===== config.mk =====
export PLATFORM = sky130hd
export DESIGN_NAME = uart_cmd_parser
export DESIGN_NICKNAME = d
export VERILOG_FILES = /design/src/rtl/uart_cmd_parser.sv
export SDC_FILE = /design/constraint.sdc
export NUM_CORES = 1
export LEC_CHECK = 0
export CORE_ASPECT_RATIO = 1.5
export CORE_MARGIN = 2
export CORE_UTILIZATION = 55
export CTS_BUF_LIST = sky130_fd_sc_hd__clkbuf_2 sky130_fd_sc_hd__clkbuf_4 sky130_fd_sc_hd__clkbuf_8
export CTS_CLUSTER_SIZE = 12
export DETAILED_ROUTE_END_ITERATION = 8
export DONT_BUFFER_PORTS = 1
export GPL_TIMING_DRIVEN = 0
export PLACE_DENSITY = 0.7
export SLEW_MARGIN = 40
export SYNTH_ARGS = -nofsm -noshare
export SYNTH_HDL_FRONTEND = slang
export SYNTH_SLANG_ARGS = --single-unit

===== constraint.sdc =====
create_clock -name clk -period 2.7 [get_ports clk]
set_input_delay 0.54 -clock clk [delete_from_list [all_inputs] [get_ports clk]]
set_output_delay 0.54 -clock clk [all_outputs]
set_load 0.01 [all_outputs]

===== src/rtl/uart_cmd_parser.sv =====
// -----------------------------------------------------------------------------
// uart_cmd_parser
//
// Turns the UART receiver byte stream into validated game commands. Frames are
// four bytes [SYNC, CMD, ARG, CHK] and are accepted when CHK == CMD ^ ARG. A
// good frame produces a one-cycle cmd_valid with cmd_code/cmd_arg updated, a
// game_start pulse for START_CODE and a game_pause toggle for PAUSE_CODE. A bad
// checksum produces a one-cycle chk_err. All outputs are registered and appear
// the cycle after the CHK byte strobe.
//
// Optional feature (macro UART_CMD_TIMEOUT_EN): an inter-byte timer abandons a
// partial frame after TIMEOUT_CYCLES idle clocks and pulses timeout_err.
// Without the macro a partial frame waits indefinitely and timeout_err is 0.
//
// Ports
//   clk          in   1  system clock (100 MHz)
//   reset        in   1  synchronous, active-high reset
//   rx_data      in   8  received byte, valid while rx_valid=1
//   rx_valid     in   1  one-cycle strobe per received byte
//   cmd_valid    out  1  one-cycle strobe: new validated command
//   cmd_code     out  8  CMD of the last good frame
//   cmd_arg      out  8  ARG of the last good frame
//   game_start   out  1  one-cycle pulse with cmd_valid when CMD==START_CODE
//   game_pause   out  1  level, toggles on each good PAUSE_CODE frame
//   chk_err      out  1  one-cycle pulse on checksum mismatch
//   timeout_err  out  1  one-cycle pulse when a frame is abandoned on timeout
//   err_cnt      out  8  saturating count of chk_err + timeout_err events
// -----------------------------------------------------------------------------
module uart_cmd_parser #(
  parameter logic [7:0]  SYNC_BYTE      = 8'hAA,
  parameter logic [7:0]  START_CODE     = 8'h53,
  parameter logic [7:0]  PAUSE_CODE     = 8'h50,
  parameter int unsigned TIMEOUT_CYCLES = 100000
) (
  input  logic       clk,
  input  logic       reset,
  input  logic [7:0] rx_data,
  input  logic       rx_valid,
  output logic       cmd_valid,
  output logic [7:0] cmd_code,
  output logic [7:0] cmd_arg,
  output logic       game_start,
  output logic       game_pause,
  output logic       chk_err,
  output logic       timeout_err,
  output logic [7:0] err_cnt
);

  typedef enum logic [1:0] {
    S_HUNT,
    S_GET_CMD,
    S_GET_ARG,
    S_GET_CHK
  } state_e;

  state_e     state_q, state_d;
  logic [7:0] cmd_lat_q, cmd_lat_d;
  logic [7:0] arg_lat_q, arg_lat_d;
  logic       cmd_valid_q, cmd_valid_d;
  logic [7:0] cmd_code_q, cmd_code_d;
  logic [7:0] cmd_arg_q, cmd_arg_d;
  logic       game_start_q, game_start_d;
  logic       game_pause_q, game_pause_d;
  logic       chk_err_q, chk_err_d;
  logic       timeout_err_q, timeout_err_d;
  logic [7:0] err_cnt_q, err_cnt_d;
  logic       tmo_fire;

`ifdef UART_CMD_TIMEOUT_EN
  localparam int unsigned TMR_W = (TIMEOUT_CYCLES > 1) ? $clog2(TIMEOUT_CYCLES) : 1;
  localparam logic [TMR_W-1:0] TMR_LAST = TMR_W'(TIMEOUT_CYCLES - 1);

  logic [TMR_W-1:0] timer_q, timer_d;

  // Counts idle clocks while a frame is open; any byte restarts it and it
  // idles at 0 in HUNT. A byte arriving in the expiry cycle wins.
  always_comb begin
    timer_d  = '0;
    tmo_fire = 1'b0;
    if (state_q != S_HUNT && !rx_valid) begin
      if (timer_q == TMR_LAST) begin
        tmo_fire = 1'b1;
      end else begin
        timer_d = timer_q + 1'b1;
      end
    end
  end

  always_ff @(posedge clk) begin
    if (reset) begin
      timer_q <= '0;
    end else begin
      timer_q <= timer_d;
    end
  end
`else
  assign tmo_fire = 1'b0;

  // TIMEOUT_CYCLES only sizes the timer; keep it referenced so both builds
  // share one parameter list.
  if (TIMEOUT_CYCLES == 0) begin : g_timeout_unused
  end
`endif

  always_comb begin
    state_d       = state_q;
    cmd_lat_d     = cmd_lat_q;
    arg_lat_d     = arg_lat_q;
    cmd_valid_d   = 1'b0;
    cmd_code_d    = cmd_code_q;
    cmd_arg_d     = cmd_arg_q;
    game_start_d  = 1'b0;
    game_pause_d  = game_pause_q;
    chk_err_d     = 1'b0;
    timeout_err_d = 1'b0;
    err_cnt_d     = err_cnt_q;

    if (rx_valid) begin
      case (state_q)
        S_HUNT: begin
          if (rx_data == SYNC_BYTE) state_d = S_GET_CMD;
        end
        // A SYNC byte here is plain data: no resynchronisation mid-frame.
        S_GET_CMD: begin
          cmd_lat_d = rx_data;
          state_d   = S_GET_ARG;
        end
        S_GET_ARG: begin
          arg_lat_d = rx_data;
          state_d   = S_GET_CHK;
        end
        S_GET_CHK: begin
          state_d = S_HUNT;
          if (rx_data == (cmd_lat_q ^ arg_lat_q)) begin
            cmd_valid_d  = 1'b1;
            cmd_code_d   = cmd_lat_q;
            cmd_arg_d    = arg_lat_q;
            game_start_d = (cmd_lat_q == START_CODE);
            if (cmd_lat_q == PAUSE_CODE) game_pause_d = ~game_pause_q;
          end else begin
            chk_err_d = 1'b1;
          end
        end
        default: state_d = S_HUNT;
      endcase
    end else if (tmo_fire) begin
      state_d       = S_HUNT;
      timeout_err_d = 1'b1;
    end

    // The two error sources are mutually exclusive (one needs a byte, the
    // other needs its absence), so at most one increment per cycle.
    if ((chk_err_d || timeout_err_d) && err_cnt_q != 8'hFF) begin
      err_cnt_d = err_cnt_q + 8'd1;
    end
  end

  always_ff @(posedge clk) begin
    if (reset) begin
      state_q       <= S_HUNT;
      cmd_lat_q     <= '0;
      arg_lat_q     <= '0;
      cmd_valid_q   <= 1'b0;
      cmd_code_q    <= '0;
      cmd_arg_q     <= '0;
      game_start_q  <= 1'b0;
      game_pause_q  <= 1'b0;
      chk_err_q     <= 1'b0;
      timeout_err_q <= 1'b0;
      err_cnt_q     <= '0;
    end else begin
      state_q       <= state_d;
      cmd_lat_q     <= cmd_lat_d;
      arg_lat_q     <= arg_lat_d;
      cmd_valid_q   <= cmd_valid_d;
      cmd_code_q    <= cmd_code_d;
      cmd_arg_q     <= cmd_arg_d;
      game_start_q  <= game_start_d;
      game_pause_q  <= game_pause_d;
      chk_err_q     <= chk_err_d;
      timeout_err_q <= timeout_err_d;
      err_cnt_q     <= err_cnt_d;
    end
  end

  assign cmd_valid   = cmd_valid_q;
  assign cmd_code    = cmd_code_q;
  assign cmd_arg     = cmd_arg_q;
  assign game_start  = game_start_q;
  assign game_pause  = game_pause_q;
  assign chk_err     = chk_err_q;
  assign timeout_err = timeout_err_q;
  assign err_cnt     = err_cnt_q;

endmodule


# Word level (Yosys, flattened, before mapping)

Cells that the tools add are included.

Add/sub/neg operators: 1
Equality and inequality tests: 9
Multiplexer cells: 6
Bitwise operators: 5
Reduce and logical (&&, ||, !) cells: 9

Operators by type and width:

| cell                                          | number |
|---|---|
| == test 8 x 7 -> 1 bit, second input constant | 2 |
| adder 8 x 1 -> 8 bit, second input constant   | 1 |
| == test 8 bit                                 | 1 |
| == test 8 bit, second input constant          | 1 |
| inequality test 8 bit, second input constant  | 1 |
| case mux 2 bit (4 select lines)               | 1 |
| XOR 8 bit                                     | 1 |
| AND reduction 2 bit                           | 3 |
| == test 2 bit, second input constant          | 2 |
| 2-to-1 mux 1 bit                              | 4 |
| NOT 1 bit                                     | 4 |
| AND reduction 4 bit                           | 1 |
| OR reduction 4 bit                            | 1 |
| AND reduction 3 bit                           | 1 |
| OR reduction 3 bit                            | 1 |
| == test 2 x 1 -> 1 bit, second input constant | 1 |
| logical NOT 2 bit                             | 1 |
| 2-to-1 mux 2 bit                              | 1 |
| inequality test 2 bit, second input constant  | 1 |
| logical AND 1 bit                             | 1 |

Register bits: 46
Input bits: 11
Logic and storage cells: 40

# Depth between registers and ports, before layout

Gate-level depths: netlist of the first run.

Depth after elaboration: 6
Depth in mapped cells: 6

# Worst setup path before layout of the first run

No wires, ideal clock.

Path kind: in2reg
Start point: input rx_data[2]
End point: register err_cnt_q[4] (netlist: err_cnt[4])
Setup time: 0.123 ns
Arrival: 1.831 ns
Slack: 0.746 ns
Stages: 6
Buffers on the path: 1
Cell sequence: xnor3_2 -> nand4_4 -> nor2_2 -> buf_6 -> nor4_1 -> mux2_1

Word-level cells in the longest chain between the ends: 5

RTL lines:

| what                 | RTL line | RTL |
|---|---|---|
| from (decl)          | 37       | `input logic [7:0] rx_data,` |
| == test 8 bit        | 134      | `if (rx_data == (cmd_lat_q ^ arg_lat_q)) begin` |
| 2-to-1 mux 1 bit     | 134      |  |
| 2-to-1 mux 1 bit     | 119      | `case (state_q)` |
| 2-to-1 mux 1 bit     | 118      | `if (rx_valid) begin` |
| logical AND 1 bit    | 153      | `if ((chk_err_d \|\| timeout_err_d) && err_cnt_q != 8'hFF) begin` |
| to (signal assigned) | 182      | `err_cnt_q <= err_cnt_d;` |
| to (decl)            | 66       | `logic [7:0] err_cnt_q, err_cnt_d;` |

Every way passes these cells.
A chain may end at the register's enable or synchronous reset.

# Worst setup path in the final report of the first run

Start point: register cmd_lat_q[1]
End point: register err_cnt_q[6] (netlist: err_cnt[6])

Word-level cells in the longest chain between the ends: 6

RTL lines:

| what                   | RTL line | RTL |
|---|---|---|
| from (decl)            | 57       | `logic [7:0] cmd_lat_q, cmd_lat_d;` |
| from (signal assigned) | 173      | `cmd_lat_q <= cmd_lat_d;` |
| XOR 8 bit              | 134      |  |
| == test 8 bit          | 134      |  |
| 2-to-1 mux 1 bit       | 134      |  |
| 2-to-1 mux 1 bit       | 119      |  |
| 2-to-1 mux 1 bit       | 118      |  |
| logical AND 1 bit      | 153      |  |

Every way passes these cells.

==> results.yml, run 1 <==
status:
  outcome: "complete, no violations"
sta:
  finalSetupTns_ps: 0
  finalWorstSetupSlack_ps: 689
  setup_violations: 0
  min_period_ps: 2010
  slew_violations: 0
  hold_viol_final: 0
  skew_ps: 10.2
  fin_crit_sh_pct: 74.5
  rsz0062_at_grt: "false"
  max_freq_ghz: 0.497
finish:
  num_antenna_cells: 0
  drive_above_1_share_pct: 9.17
  instances_no_fill: 272
  design_area_um2: 2280
  fin_util_pct: 61.4
  area_growth_syn_to_layout_pct: 6.73
  nets: 245
yosys:
  synth-edff-count: 0
  synth-seq-area-share_pct: 43.0
  yosys-top-cells-area: "dfxtp_1 (43%), mux2i_1 (8.4%), xnor3_1 (6.3%), a21oi_1 (4.4%), nand3_1 (4.4%)"
  synth_nets: 238
  yosysTopAreaCellShare_pct: 43.0
  syn_inst: 221
  ys_warn_count: 0
  synthFlopType: "dfxtp_1"
  ys_seq_elements: 46
  synth.largest_area_cell: "dfxtp_1"
  yosysMostFrequentCell: "dfxtp_1"
  ys_types: 36
  async_flop_share_pct: 0
  synth_area_per_cell_um2: 9.68
  netlist_area_um2: 2140
  ys_top_cells_by_count: "dfxtp_1 (46), nor2_1 (24), nand2_1 (23)"
setup_path:
  crit_family: "simple AND/OR/NAND/NOR gates"
  worstSetupStartpointType: "flop"
  cp_cell_sequence: "xnor3_1 -> nand4_2 -> nor2_2 -> buf_6 -> nor4_1 -> mux2_1"
  worst_setup_path_end_kind: "flop"
  cpPeakStageDelay_ps: 490
  crit_path_start: "cmd_lat_q[1]"
  required_ps: 2900
  timing.rr.start: "cmd_lat_q[1]"
  path_buf_inv: 1
  crit_slowest_cell: "dfxtp_1"
  critPathMaxFanout: 10
  path_class: "reg2reg"
  cp.arrival_ps: 2210
floorplanning:
  die_x_um: 54.9
  die-area_um2: 4420
  rows: 27
  core-area_um2: 3720
  start_util_pct: 57.6
  ioPinCount: 40
  die_h_um: 80.4
place:
  portBuffers: 0
  gp_congestion: 0.809
  dp_hpwl_um: 3460
  dp_cells: 264
  dp_slack_ps: 591
  place_area_um2: 2190
clock_network:
  ctsHtreeMaxLevel: 2
  cts_tree: "done"
  root_buffer: "clkbuf_8"
  clock_path_buffers: 2
  post_cts_resized: 0
  ctsHoldBuffers: 0
  insertion_delay_ps: 310
  clock_sinks: 46
  numCtsBuffers: 5
  clk_pin_slew_ps: 90
  postCtsSetupBuffers: 0
detailed_routing:
  drt-total-wl_um: 4490
  drc: 0
  via_count: 1584
  antenna_left: 0
  dr.pass1.iters: 4
  wl_per_cell_um: 16.5
  drt_iter0_markers: 32
  viasPerCell: 5.82
min_path:
  hp-class: "in2reg"
  hold_start: "rx_data[6]"
global_routing:
  grt_util_all_layers_pct: 23.0
  grt_max_degree: 16
  grt_overflow: 0
  grt_first_pass_wirelength_um: 7240
  antenna_found_initial: 0
  grt_pass1_vias: 1577
power:
  ir_drop_v: 0.000465
  p_per_area_nw_per_um2: 498
  p_leak_nw: 0.812
run:
  max_cap_viol_count: 0
==> flip-flops by register name (all words and copies together), names as in the netlist, 2 cells and up <==
register   count
arg_lat_q      8
cmd_arg        8
cmd_code       8
cmd_lat_q      8
err_cnt        8
state_q        2
==> per-stage QoR <==
step / power, mW / hold WS [ps]
after global placement: 0.733 / 473
after floorplan: 0.727 / 449
after global routing: 1.17 / 367
after CTS: 1.15 / 368
final: 1.14 / 363
after detailed placement: 0.734 / 475
==> path summary, 6_finish.rpt <==
check	slack, ps	cells past startpoint	endpoint
setup / recovery	690	6	err_cnt[6]
hold / removal	360	2	cmd_lat_q[6]
hold reg to reg	480	2	arg_lat_q[0]
setup reg to reg	690	6	err_cnt[6]
==> cell families after synthesis <==
family,share of synthesized area [%]
adder cells (fa/ha/maj),3.51
buffers and inverters,3.51
other,0.175
multiplexers,11.1
AO/OA/AOI/OAI,6.02
XOR/XNOR,8.54
AND/OR/NAND/NOR,24.2
flip-flops,43.0
==> layout make-up <==
cell class / instances / area (um2)
flip-flops and latches: 46 / 921
multi-input cells: 160 / 1140
fillers: 348 / 1430
clock inverters: 3 / 21.3
plain buffers: 12 / 63.8
clock buffers: 5 / 68.8
well taps: 43 / 53.8
inverters: 3 / 11.3
==> power breakdown <==
group | internal, mW | switching [mW]
Combinational | 0.0162 | 0.0236
Sequential | 0.678 | 0.000431
Clock | 0.182 | 0.238
Total | 0.876 | 0.262
==> cells in the final DEF, fill, tap and decap left out, drive strengths merged, types with 2 or more instances in the layout <==
cell and instances:
nand3 19, nor2 25, nor2b 6, dfxtp 46, buf 6, mux2i 18, nand2 23, or4bb 2
inv 3, clkbuf 11, nor3 6, xnor3 8, mux2 5, ha 6, nor4 4, clkinv 2
nor4b 2, nand4 4, a21oi 19, o21ai 2, nand2b 3
==> routing by layer <==
metal	track usage (%)	share of wire, %	vias to the layer above
met3	5.02	7.2	7
li1	-	-	783
met2	40.5	54	48
met5	0	0	-
met4	11.0	1.8	0
met1	24.7	37	746
Note: power is estimated with default switching activity, not from simulation.
==> inputs of run 2 (changes only) <==
--- a/config.mk
+++ b/config.mk
@@ -13,7 +13,7 @@
 export DETAILED_ROUTE_END_ITERATION = 8
 export DONT_BUFFER_PORTS = 1
 export GPL_TIMING_DRIVEN = 0
-export PLACE_DENSITY = 0.7
+export PLACE_DENSITY = 0.73
 export SLEW_MARGIN = 40
 export SYNTH_ARGS = -nofsm -noshare
 export SYNTH_HDL_FRONTEND = slang
==> constraint.sdc (replaced) <==
create_clock -name clk -period 1.8 [get_ports clk]
set_input_delay 0.36 -clock clk [delete_from_list [all_inputs] [get_ports clk]]
set_output_delay 0.36 -clock clk [all_outputs]
set_load 0.01 [all_outputs]
==> run 2 against run 1 <==
Compared with the run above: the run now ends with negative setup slack left; critical path type unchanged; non-clock buffer count up 8; combinational power up 83%; register-to-register slack worse by 800 ps; fmax up 5.5%; die area unchanged; final cell count up 2.9%; highest routed layer unchanged; worst setup slack worse by 800 ps; sequential power up 49%; sequential share of layout area down 2.3 points; first-iteration DRC count up 59%; power up 54%.
==> results.yml, run 2 (synthesis results as in run 1) <==
global_routing:
  antenna_found_initial: 0
  gr-usage-met1_pct: 27.4
  met2_usage_pct: 40.5
  grt_max_degree: 14
  grt_overflow: 0
  grt_pass1_vias: 1556
  grt_use_met3_pct: 7.06
  grt_first_pass_wirelength_um: 7600
  busiest_layer: "met2"
  grt_util_all_layers_pct: 24.5
floorplanning:
  start_util_pct: 57.6
  ioPinCount: 40
  die_x_um: 54.9
  die_h_um: 80.4
  rows: 27
  core-area_um2: 3720
  die-area_um2: 4420
status:
  failed_checks: "negative setup slack"
  outcome: "finished, violations left"
setup_path:
  worstSetupStartpointType: "flop"
  cpPeakStageDelay_ps: 410
  path_common_cell: "buf_6"
  worst_setup_path_end_kind: "flop"
  cp_cell_sequence: "xnor3_1 -> nand4_4 -> buf_6 -> nor3_4 -> buf_6 -> mux2i_2 -> nor2_1"
  required_ps: 1980
  critPathMaxFanout: 6
  cp.arrival_ps: 2080
  crit_family: "simple AND/OR/NAND/NOR gates"
  path_buf_inv: 2
  crit_slowest_cell: "xnor3_1"
  path_class: "reg2reg"
min_path:
  hp-class: "in2reg"
place:
  portBuffers: 0
  dp_slack_ps: -212
  dp_hpwl_um: 3340
  gp_congestion: 0.849
  place_area_um2: 2210
finish:
  area_growth_syn_to_layout_pct: 16.6
  nets: 253
  fillers: 314
  regArea_um2: 948
  num_antenna_cells: 0
  design_area_um2: 2490
  layout_common_cells: "dfxtp_1 (32), nor2_1 (24), nand2_1 (23)"
  multi_input_area_um2: 1240
  layout.cells.most_common: "dfxtp_1"
  drive_above_1_share_pct: 23.2
  fin_util_pct: 67.1
clock_network:
  insertion_delay_ps: 310
  numCtsBuffers: 5
  clk_pin_slew_ps: 80
  ctsHoldBuffers: 0
  ctsHtreeMaxLevel: 2
  cts_tree: "done"
  clock_sinks: 46
  clock_path_buffers: 2
  root_buffer: "clkbuf_8"
sta:
  hold_viol_final: 0
  min_period_ps: 1910
  setup_violations: 16
  fin_crit_sh_pct: 106
  finalSetupTns_ps: -794
  rsz0062_at_grt: "true"
  max_freq_ghz: 0.525
  slew_violations: 0
  finalWorstSetupSlack_ps: -106
  whs_ps: 184
  skew_ps: 7.63
power:
  ir_drop_v: 0.000638
  p_per_area_nw_per_um2: 703
  p_leak_nw: 0.876
detailed_routing:
  via_count: 1671
  drc: 0
  dr.pass1.iters: 4
  antenna_left: 0
  drt-total-wl_um: 5050
  drt_iter0_markers: 51
  viasPerCell: 5.97
  wl_per_cell_um: 18.0
run:
  max_cap_viol_count: 0
==> run 2: cell types whose count changed in the layout (fill, tap and decap cells not counted), sizes merged <==
cell | before | now
buf | 6 | 14
clkbuf | 11 | 13
clkinvlp | 1 | 0
clkinv | 2 | 1
==> run 2: through the flow <==
step	total power, mW	std cells
after global placement	1.10	264
after floorplan	1.09	221
after detailed placement	1.10	264
final	1.75	280
after CTS	1.76	279
after global routing	1.81	280
==> run 2: worst paths after layout <==
path | from | endpoint | slack (ps) | cells past startpoint
worst max-delay path | arg_lat_q[4] | cmd_arg[5] | -110 | 7
worst min-delay path | rx_data[0] | arg_lat_q[0] | 180 | 2
worst max register to register | arg_lat_q[4] | cmd_arg[5] | -110 | 7
worst min register to register | arg_lat_q[1] | arg_lat_q[1] | 470 | 2
==> run 2: timing repair <==
action | in CTS | in global routing
setup endpoints to repair | 23 | 30
resized for setup | 18 | 22
pin swaps | 9 | 6
setup buffers | 7 | 1
gates cloned | 0 | 1
==> run 2: power by group <==
group,switching [mW],total (mW),internal (mW)
clock network,0.343,0.668,0.325
logic,0.0406,0.0730,0.0325
registers,0.000593,1.01,1.01
total,0.384,1.75,1.37
==> run 2: metal layers <==
| metal | part of all wire [%] | up-vias |
|---|---|---|
| met5 | 0 | - |
| met4 | 2.8 | 0 |
| met3 | 6.3 | 11 |
| met2 | 54 | 63 |
| met1 | 37 | 796 |
| li1 | - | 801 |
==> run 2: worst register-to-register path: stages, from the launching register on <==
cell	delay (ps)
dfxtp_2	340
xnor3_1	410
nand4_4	130
buf_6	150
nor3_4	260
buf_6	190
mux2i_2	240
nor2_1	60
==> run 2: area by class of cell <==
class	count	share of cell area, %
plain buffers	11	2.56
inverters	3	0.451
repair buffers	9	3.16
flip-flops and latches	46	38.0
clock buffers	7	3.61
multi-input cells	160	49.8
clock inverters	1	0.201
well taps	43	2.16
==> inputs of run 3 (changes only) <==
--- a/config.mk
+++ b/config.mk
@@ -14,6 +14,8 @@
 export DONT_BUFFER_PORTS = 1
 export GPL_TIMING_DRIVEN = 0
 export PLACE_DENSITY = 0.73
+export SETUP_SLACK_MARGIN = 0.5
+export SKIP_LAST_GASP = 1
 export SLEW_MARGIN = 40
 export SYNTH_ARGS = -nofsm -noshare
 export SYNTH_HDL_FRONTEND = slang
==> run 3 against run 2 <==
Compared with the run above: the run now ends clean; non-clock buffer count is 11 higher; worst setup slack gained 110 ps; core utilization grew 7.0 points; wire length up 9.4%; sequential share of layout area decreased by 3.4 points; final cell count grew 3.9%; critical path depth is the same; register-to-register slack better by 110 ps; sequential power barely moved; power is 0.12% lower; combinational power up 6.3%; sequential cell count stayed put; critical path type unchanged.
==> results.yml, run 3 (synthesis results as in run 1) <==
sta:
  min_period_ps: 1800
  skew_ps: 6.20
  finalSetupTns_ps: 0
  fin_crit_sh_pct: 99.9
  hold_viol_final: 0
  max_freq_ghz: 0.556
  slew_violations: 0
  worst_slew_pin_slew_ps: 715
  setup_violations: 0
  rsz0062_at_grt: "true"
  finalWorstSetupSlack_ps: 1.29
  slew_headroom_pct: 52.3
detailed_routing:
  drc: 0
  antenna_left: 0
  viasPerCell: 5.92
  drt_iter0_markers: 49
  dr.pass1.iters: 4
  drt-total-wl_um: 5520
  wl_per_cell_um: 19.0
  via_count: 1722
min_path:
  hp-class: "in2reg"
clock_network:
  clk_pin_slew_ps: 80
  ctsHoldBuffers: 0
  ctsHtreeMaxLevel: 2
  clock_sinks: 46
  clock_path_buffers: 2
  numCtsBuffers: 5
  root_buffer: "clkbuf_8"
  insertion_delay_ps: 300
  cts_tree: "done"
global_routing:
  gr-usage-met1_pct: 28.0
  grt_util_all_layers_pct: 27.3
  grt_use_met3_pct: 8.18
  busiest_layer: "met2"
  grt_pass1_vias: 1711
  met2_usage_pct: 47.7
  grt_first_pass_wirelength_um: 8380
  grt_overflow: 0
  grt_max_degree: 14
  antenna_found_initial: 0
power:
  p_clk_share_pct: 37.8
  ir_drop_v: 0.000718
  p_leak_nw: 0.969
  seqPwrFrac_pct: 57.8
  p_per_area_nw_per_um2: 635
  p_sw_share_pct: 21.8
  p_int_mw: 1.37
  switchingPower_mw: 0.381
  finalPower_mw: 1.75
  combPwrFrac_pct: 4.4
finish:
  regArea_um2: 953
  fin_util_pct: 74.2
  instances_no_fill: 291
  drive_above_1_share_pct: 33.9
  area_growth_syn_to_layout_pct: 28.8
  layout_common_cells: "dfxtp_1 (28), nor2_1 (24), nand2_1 (20)"
  nets: 264
  layout.cells.most_common: "dfxtp_1"
  num_antenna_cells: 0
  multi_input_area_um2: 1380
  fillers: 267
place:
  gp_congestion: 0.733
  dp_cells: 264
  portBuffers: 0
  dp_hpwl_um: 3320
  dp_slack_ps: -219
floorplanning:
  rows: 27
  die-area_um2: 4420
  die_x_um: 54.9
  die_h_um: 80.4
  ioPinCount: 40
  start_util_pct: 57.6
  core-area_um2: 3720
setup_path:
  critPathMaxFanout: 4
  required_ps: 2020
  worst_setup_path_end_kind: "flop"
  path_class: "reg2reg"
  cp.arrival_ps: 2020
  worstSetupStartpointType: "flop"
status:
  outcome: "complete, no violations"
run:
  max_cap_viol_count: 0
[run 3: cell count changes in the layout (fill, tap and decap cells not counted), sizes merged]
cell / previous run / this run
buf: 14 / 25
[run 3: layout make-up]
cell class,count,area share [%]
Multi-Input combinational cell,160,49.9
Sequential cell,46,34.6
Timing Repair Buffer,19,6.99
Clock buffer,7,3.27
Buffer,12,2.72
Tap cell,43,1.95
Inverter,3,0.409
Clock inverter,1,0.182
[run 3: worst paths after layout]
| path | start | end | slack (ps) | depth (start not counted) |
|---|---|---|---|---|
| max | arg_lat_q[3] | err_cnt[5] | 1 | 7 |
| min | rx_data[4] | cmd_lat_q[4] | 190 | 2 |
| max reg2reg | arg_lat_q[3] | err_cnt[5] | 1 | 7 |
| min reg2reg | arg_lat_q[5] | arg_lat_q[5] | 470 | 2 |
[run 3: layer usage]
layer  up-vias  wire length (um)
li1        825                 -
met1       825              2030
met2        57              2990
met3        15               312
met4         0               184
met5         -                 0
[run 3: per-stage QoR]
step	hold WS (ps)	area [um2]
after floorplan	449	2180
after global placement	463	2240
after detailed placement	467	2240
after CTS	191	2680
after global routing	184	2760
final	195	2760
[run 3: worst max-delay path, cell delays in order, from the launching register on]
cell     delay [ps]
dfxtp_2         360
xnor3_2         440
nand4_4         110
nor2_4           60
buf_6           140
buf_12          120
or3_4           330
a21oi_2         160
[run 3: what timing repair did]
item                                    CTS  global route
cloned                                    1             0
pin swaps                                26             9
gates resized for setup                  56            17
endpoints found under the setup margin   45            46
buffers inserted                         17             1
[run 3: power by group through the flow]
stage          clock network (mW)  logic (mW)  registers (mW)
4_1_cts                     0.672      0.0754            1.01
6_report                    0.662      0.0776            1.01
5_1_grt                     0.710      0.0826            1.01
2_1_floorplan                   0      0.0493            1.04
3_5_place_dp                    0      0.0606            1.04
3_3_place_gp                    0      0.0601            1.04
